[config.mk]
export PLATFORM = sky130hd
export DESIGN_NAME = dram_lsu
export DESIGN_NICKNAME = d
export VERILOG_FILES = /design/src/rtl/dram_lsu.sv
export SDC_FILE = /design/constraint.sdc
export NUM_CORES = 1
export LEC_CHECK = 0
export ABC_AREA = 1
export BUFFER_PORTS_ARGS = -buffer_cell sky130_fd_sc_hd__buf_4
export CAP_MARGIN = 20
export CORE_MARGIN = 2
export CORE_UTILIZATION = 50
export DETAILED_ROUTE_END_ITERATION = 8
export PLACE_DENSITY_LB_ADDON = 0.25
export SLEW_MARGIN = 0
export SYNTH_ARGS = -nofsm -noshare
export SYNTH_HDL_FRONTEND = slang
export SYNTH_SLANG_ARGS = --single-unit
[constraint.sdc]
create_clock -name clk_a -period 2.3 [get_ports clk_a]
set_input_delay 0.115 -clock clk_a [delete_from_list [all_inputs] [get_ports clk_a]]
set_output_delay 0.115 -clock clk_a [all_outputs]
set_load 0.01 [all_outputs]
[src/rtl/dram_lsu.sv]
// rtl/dram_lsu.sv - byte/half/word load-store unit driving RAM port A with read-modify-write
// Option DRAM_LSU_SIGNEXT_EN: honour the sign input on byte/half loads.
module dram_lsu #(
   parameter int BA_W = 14
) (
   input  logic            clk_a,
   input  logic            reset,
   input  logic            req,
   input  logic            we,
   input  logic [1:0]      size,
   input  logic            sign,
   input  logic [BA_W-1:0] addr,
   input  logic [31:0]     wdata,
   output logic [31:0]     rdata,
   output logic            ready,
   output logic            misalign,
   output logic            busy,
   output logic [BA_W-3:0] ram_addr,
   output logic [31:0]     ram_data,
   output logic            ram_we,
   input  logic [31:0]     ram_q
);

   typedef enum logic [2:0] {S_IDLE, S_RD, S_MRG, S_WR, S_DONE} state_t;

   state_t      state;
   logic        we_q;
   logic [1:0]  size_q;
   logic [1:0]  lane_q;
   logic [31:0] wdata_q;
   logic        illegal;
   logic [7:0]  ld_byte;
   logic [15:0] ld_half;
   logic        fill_b;
   logic        fill_h;
   logic [31:0] ld_val;
   logic [31:0] merged;

`ifdef DRAM_LSU_SIGNEXT_EN
   logic        sign_q;
`else
   logic        unused_sign;
   assign unused_sign = sign;
`endif

   always_comb begin
      illegal = (size == 2'b11) ||
                (size == 2'b01 && addr[0]) ||
                (size == 2'b10 && addr[1:0] != 2'b00);
   end

   // Lane extraction and merge both work on the registered RAM output seen in MRG.
   always_comb begin
      ld_byte = ram_q[{lane_q, 3'b000} +: 8];
      ld_half = ram_q[{lane_q[1], 4'b0000} +: 16];
`ifdef DRAM_LSU_SIGNEXT_EN
      fill_b  = sign_q & ld_byte[7];
      fill_h  = sign_q & ld_half[15];
`else
      fill_b  = 1'b0;
      fill_h  = 1'b0;
`endif
      case (size_q)
         2'b00:   ld_val = {{24{fill_b}}, ld_byte};
         2'b01:   ld_val = {{16{fill_h}}, ld_half};
         default: ld_val = ram_q;
      endcase
      merged = ram_q;
      case (size_q)
         2'b00:   merged[{lane_q, 3'b000} +: 8]     = wdata_q[7:0];
         2'b01:   merged[{lane_q[1], 4'b0000} +: 16] = wdata_q[15:0];
         default: merged = wdata_q;
      endcase
   end

   always_ff @(posedge clk_a) begin
      if (reset) begin
         state    <= S_IDLE;
         we_q     <= 1'b0;
         size_q   <= 2'b00;
         lane_q   <= 2'b00;
         wdata_q  <= 32'd0;
`ifdef DRAM_LSU_SIGNEXT_EN
         sign_q   <= 1'b0;
`endif
         rdata    <= 32'd0;
         ready    <= 1'b0;
         misalign <= 1'b0;
         busy     <= 1'b0;
         ram_addr <= '0;
         ram_data <= 32'd0;
         ram_we   <= 1'b0;
      end else begin
         case (state)
            S_IDLE: begin
               if (req) begin
                  we_q    <= we;
                  size_q  <= size;
                  lane_q  <= addr[1:0];
                  wdata_q <= wdata;
`ifdef DRAM_LSU_SIGNEXT_EN
                  sign_q  <= sign;
`endif
                  busy    <= 1'b1;
                  if (illegal) begin
                     rdata    <= 32'd0;
                     ready    <= 1'b1;
                     misalign <= 1'b1;
                     state    <= S_DONE;
                  end else if (we && size == 2'b10) begin
                     ram_addr <= addr[BA_W-1:2];
                     ram_data <= wdata;
                     ram_we   <= 1'b1;
                     state    <= S_WR;
                  end else begin
                     ram_addr <= addr[BA_W-1:2];
                     state    <= S_RD;
                  end
               end
            end
            S_RD: state <= S_MRG;
            S_MRG: begin
               if (we_q) begin
                  ram_data <= merged;
                  ram_we   <= 1'b1;
                  state    <= S_WR;
               end else begin
                  rdata <= ld_val;
                  ready <= 1'b1;
                  state <= S_DONE;
               end
            end
            S_WR: begin
               ram_we <= 1'b0;
               rdata  <= 32'd0;
               ready  <= 1'b1;
               state  <= S_DONE;
            end
            default: begin
               ready    <= 1'b0;
               misalign <= 1'b0;
               busy     <= 1'b0;
               state    <= S_IDLE;
            end
         endcase
      end
   end

endmodule

# ---- Word level (Yosys, flattened, before mapping)
# Index checks and enable logic that the tools add are counted.
dict set report op_classes {
  muxes 30
  n_addsub 2
  shift 6
  n_eq_ne 13
  reduce_logical 19
  n_bitwise 3
}
# op count
set op_table {}
lappend op_table {{32-bit two-way mux} 7}
lappend op_table {{32-bit case mux with 2 select lines} 3}
lappend op_table {{32-bit case mux with 3 select lines} 1}
lappend op_table {{32-bit bitwise mux} 2}
lappend op_table {{16-bit by 7-bit variable shift with 32-bit output (first input constant)} 1}
lappend op_table {{8-bit by 7-bit variable shift with 32-bit output (first input constant)} 1}
lappend op_table {{16-bit by 7-bit indexed part select with 32-bit output} 1}
lappend op_table {{32-bit by 6-bit indexed part select with 16-bit output} 1}
lappend op_table {{32-bit by 6-bit indexed part select with 8-bit output} 1}
lappend op_table {{8-bit by 7-bit indexed part select with 32-bit output} 1}
lappend op_table {{5-bit negator with 7-bit output} 2}
lappend op_table {{2-bit != test (second input constant)} 6}
lappend op_table {{3-bit case mux with 4 select lines} 1}
lappend op_table {{5-bit AND reduction} 2}
lappend op_table {{3-bit two-way mux} 3}
lappend op_table {{1-bit two-way mux} 8}
lappend op_table {{4-bit AND reduction} 2}
lappend op_table {{3-bit by 2-bit == test with 1-bit output (second input constant)} 2}
lappend op_table {{3-bit AND reduction} 2}
lappend op_table {{2-bit by 1-bit == test with 1-bit output (second input constant)} 2}
lappend op_table {{2-bit == test (second input constant)} 2}
lappend op_table {{1-bit case mux with 2 select lines} 2}
lappend op_table {{1-bit case mux with 4 select lines} 1}
lappend op_table {{2-bit AND reduction} 2}
lappend op_table {{11 further kinds} 17}
dict set report word_totals {
  word_cells 85
  reg_bits 120
  input_bits 85
}

# ---- Logic depth before layout (Yosys ltp)
dict set report depth {
  word_depth 7
  mapped_depth 16
  depth_no_buf 13
}

# ---- Worst setup path before layout
# OpenSTA, ideal clock, no wires.
dict set report synth_path {
  path_type {register to register}
  startpoint {register lane_q[0]}
  endpoint {register ram_data[1]}
  n_path_buf 3
  arrival_time_ns 1.878
  required_ns 2.190
  stages_incl_launch_ff 15
  slack_ns 0.312
  cell_sequence {dfxtp_1 -> buf_2 -> inv_2 -> buf_2 -> ha_1 -> clkbuf_1 -> inv_1 -> nand2_1 -> o21ai_0 -> nand2_1 -> nand3_1 -> nand2_1 -> nand2_1 -> nand2_1 -> nor2_1}
}
dict set report synth_via {
  elab_chain_cells 6
  word_cells_on_any_way 7
  cone_classes {add/sub: 1; shift: 2; mux: 4}
}
# element line_no
set synth_lines {}
lappend synth_lines {{from (decl)} 29} ;# logic [1:0] lane_q;
lappend synth_lines {{from (signal assigned)} 99} ;# lane_q <= addr[1:0];
lappend synth_lines {{5-bit negator with 7-bit output *} 70} ;# 2'b00: merged[{lane_q, 3'b000} +: 8] = wdata_q[7:0];
lappend synth_lines {{8-bit by 7-bit indexed part select with 32-bit output / 8-bit by 7-bit variable shift with 32-bit output (equally long branches)} 70}
lappend synth_lines {{32-bit bitwise mux *} 70}
lappend synth_lines {{32-bit case mux with 2 select lines *} 69} ;# case (size_q)
lappend synth_lines {{32-bit two-way mux *} 123} ;# if (we_q) begin
lappend synth_lines {{32-bit case mux with 2 select lines *} 94} ;# case (state)
lappend synth_lines {{to (signal assigned)} 112} ;# ram_data <= wdata;
lappend synth_lines {{to (signal assigned)} 124} ;# ram_data <= merged;
lappend synth_lines {{to (decl)} 19} ;# output logic [31:0] ram_data,
# Mark *: on every way between the ends. The rest lies on a longest branch, timed or not. The select of a mux whose other input is x is not followed.
# A chain may end at the register's enable or synchronous reset.

# ---- Worst setup path after layout
dict set report layout_path {
  startpoint {register lane_q[1]}
  endpoint {register ram_data[29]}
}
dict set report layout_via {
  elab_chain_cells 6
  word_cells_on_any_way 11
  cone_classes {add/sub: 2; shift: 4; mux: 5}
}
# element line_no
set layout_lines {}
lappend layout_lines {{5-bit negator with 7-bit output, on equally long branches} {71, 70}}
lappend layout_lines {{16-bit by 7-bit indexed part select with 32-bit output, or another cell as far along} 71} ;# 2'b01: merged[{lane_q[1], 4'b0000} +: 16] = wdata_q[15:0];
lappend layout_lines {{32-bit bitwise mux, on equally long branches} {71, 70}}
lappend layout_lines {{32-bit case mux with 2 select lines *} 69}
lappend layout_lines {{32-bit two-way mux *} 123}
lappend layout_lines {{32-bit case mux with 2 select lines *} 94}
# Marked as above.

==> key figures <==
Timing
  • Hold slack: around 0.016 ns
  • Slew @ Worst Pin: around 0.55 ns
  • Setup_tns: 0 ns
  • Part of the cycle the worst path needs: 0.9021
  • Max frequency: between 0.4 and 0.5 GHz
  • Max-slew headroom at the worst pin: 0.6357
  • Fin. Hold Viols: 0
  • Final setup vio count: 0
  • Final Slew Violations: 0
  • Worst Skew: roughly 0.011 ns
  • Final worst path period need: slightly above 2 ns
  • RSZ-0062 raised after global routing: no
  • Final worst slack: roughly 0.23 ns

Clock network
  • Clock latency on the worst-skew pair: 0.43 ns
  • Max clock buf depth: 2
  • Number of gates resized after cts: 0
  • CTS clock-pin slew for the worst setup and hold paths: 0.06 ns
  • Total CTS buffers: 17
  • TritonCTS clock tree: done
  • H-tree levels: 4
  • Clk sinks: 120
  • Root buf cell: clkbuf_16

Synth
  • Top cells by instance count after synthesis: 445 x nand2_1, 139 x nor2_1, 123 x inv_1
  • Synthesized area per cell: between 5 and 6 sq um
  • Yosys reg bits: between 100 and 150
  • Post-Synthesis Net Count: roughly 1.3k
  • Largest family of logic cells by synthesized area: simple AND/OR/NAND/NOR gates
  • Cell taking the most area after synthesis: dfxtp_1
  • Synth async-reset ratio: 0
  • Post-synthesis mux area share: 0
  • Post-synth EDFFs: 0
  • Cell Area, Synth: about 7300 sq um
  • Top-count cell post-synth: nand2_1
  • Post-synthesis sequential area ratio: 0.3277
  • Yosys warns: 0
  • Yosys cell types: 30
  • Share of the synthesized netlist area taken by xor and xnor gates: 0
  • Area contributors post-synth: dfxtp_1 33%, nand2_1 23%, nor2_1 7.1%
  • Synth Area in Compound Gates: 0.1338
  • Post-Syn Instances: 1255
  • Post-synthesis simple-gate area fraction: 0.4129
  • Ys flop type: dfxtp_1
  • Synth top area share: 0.3277
  • Adder-Cell Fraction of Synth Area: 0.008534

Power and ir drop
  • Clock power frac: 0.369
  • P_leak: 4.596 nW
  • Sequential fraction of design power: 0.344
  • Switching part of the total: 0.3410
  • Power, Total: 0.007128 W
  • Comb pwr share: 0.287
  • Maximum VDD drop: between 0.0004 and 0.0005 V
  • Cell Int Power: about 0.0047 W
  • PwrDens: 741.8 nW/um^2
  • Sw power: 0.002431 W

Layout
  • Register Area: 2402 sq um
  • Synth-to-Final Area Change: 31.08%
  • Final Core Density: 0.6662
  • Layout cells sized above 1: 0.1893
  • Nets@finish: roughly 1.5k
  • Fill count: 1361
  • N_diodes: 0
  • Multi-input logic area: 4070 sq um

Drt
  • DR pass1 iterations: 5
  • Wirelength per Cell: 15.38 um
  • Number of DRC markers in iteration 0: 752
  • DR DRC count: 0
  • Total number of vias: 8321
  • Antenna Nets Post-Route: 0
  • Total wire length: 24.92 mm
  • Vias/cell: ~5.1

Place
  • Worst slack at placement: roughly 0.30 ns
  • Number of port buffers: between 150 and 200
  • Detailed Place HPWL: 17.85 mm
  • GPL Wtd Cong: roughly 0.98

Worst setup path
  • Cell repeated most along the worst path: nand2_1
  • Req. time, crit path: between 2 and 3 ns
  • Worst-path fanout max: 8
  • Crit path max-delay family: simple AND/OR/NAND/NOR gates
  • CP Launch Point: lane_q[1]
  • R2R cell count: 13
  • R2r setup slk: roughly 0.23 ns
  • Critical Path, Cell by Cell: inv_1 -> ha_1 -> inv_1 -> nand2_1 -> nor2_1 -> nand2_1 -> nand2_1 -> nand2_1 -> nand2_1 -> nand2_1 -> nand2_1 -> nand2_1 -> nor2_1
  • Crit Path Class: reg2reg
  • Crit path max-delay cell type: nor2_1
  • Worst path bufs/invs: 2
  • Worst Setup Start Kind: flip-flop
  • R2R Path Start: lane_q[1]
  • CP Data Arrival Time: 2.44 ns
  • Worst setup EP type: flip-flop
  • Worst r2r dst: ram_data[29]
  • Worst path depth: 13
  • Max incr delay on CP: 0.38 ns
  • Worst Setup EP: ram_data[29]

Die
  • Row count: 44
  • Die Y: around 130 um
  • Number of I/O pins: between 150 and 200
  • Core Footprint: ~14000 sq um
  • Die Area: 15650 sq um
  • DIE WIDTH: between 100 and 150 um
  • Starting density of the core: 0.5082

Run status
  • Status: complete, no violations

Worst hold path
  • Min-delay worst type: in2reg

Global route
  • Pin count of the biggest net entering global routing: between 50 and 60
  • First-pass GRT wire length: around 39 mm
  • Initial antenna violation count: 0
  • GRT Total Usage: 0.3134
  • GRT overflow: 0
  • Vias in the first global route: 7640

Run
  • Max_cap viols: 0
==> layout by cell type, fill, tap and decap left out, drive strengths merged, types with 21 or more instances in the layout <==
cell / synthesis / layout
nor2: 145 / 145
inv: 129 / 131
buf: 40 / 187
or2: 40 / 40
dlygate4sd3: 0 / 41
dfxtp: 120 / 120
clkbuf: 38 / 21
nand3: 88 / 88
nand2: 450 / 450
a21oi: 103 / 103
o21ai: 85 / 85
==> metrics by stage <==
stage | cell area, sq um | std cells
6_report | 9609 | 1621
5_1_grt | 9609 | 1621
4_1_cts | 9609 | 1621
3_5_place_dp | 8606 | 1548
3_3_place_gp | 8606 | 1548
2_1_floorplan | 7331 | 1255
==> worst min path at each step <==
stage,startpoint,endpoint,slack [ns],cells after the start
finish,wdata[14],wdata_q[14],0.02,3
global route,wdata[5],wdata_q[5],0.03,3
CTS,wdata[0],wdata_q[0],0.00008,3
detailed placement,addr[6],ram_addr[4],0.34,3
global placement,addr[7],ram_addr[5],0.34,3
floorplan,addr[2],ram_addr[0],0.25,2
==> sequential cells by signal, indices dropped and copies added (netlist names) <==
register / count
ram_addr: 12
lane_q: 2
ready: 1
rdata: 32
ram_data: 32
misalign: 1
state: 3
wdata_q: 32
ram_we: 1
busy: 1
size_q: 2
we_q: 1
==> worst reg2reg max path, cell delays in order (launching register included) <==
cell and delay [ns]:
dfxtp_1 0.37, inv_1 0.13, ha_1 0.29, inv_1 0.20
nand2_1 0.07, nor2_1 0.38, nand2_1 0.11, nand2_1 0.08
nand2_1 0.05, nand2_1 0.09, nand2_1 0.06, nand2_1 0.07
nand2_1 0.05, nor2_1 0.08
==> per-layer routing <==
layer	vias up	share of wire	track usage
met3	48	0.070	0.05135
met1	3718	0.43	0.4114
met5	-	0	0
met2	329	0.46	0.5090
li1	4226	-	-
met4	0	0.031	0.1405
==> cell type report <==
cell class,instances,share of cell area
multi-input combinational,928,0.4236
clock inverter,11,0.01172
sequential,120,0.2500
tap,184,0.02396
inverter,129,0.05065
timing repair buffer,228,0.1901
clock buffer,21,0.05000
==> cells by family after synthesis <==
kind of cell,Yosys count
buffers and inverters,207
adders and majority gates,5
and+or+nand+nor,730
DFF,120
AOI/OAI and AO/OA,193
==> power groups by stage <==
stage	clock network (W)	logic (W)	registers [W]
after global routing	0.00277	0.00228	0.00247
after detailed placement	0	0.00195	0.00248
after global placement	0	0.00193	0.00248
final	0.00263	0.00205	0.00245
after floorplan	0	0.00123	0.00251
after CTS	0.00266	0.00202	0.00244
==> repair_timing <==
item / 4_1_cts / 5_1_grt
setup buffers: 0 / 0
hold buffers: 41 / 0
endpoints found under the hold margin: 41 / 0
Power figures use the tool's default switching activity.
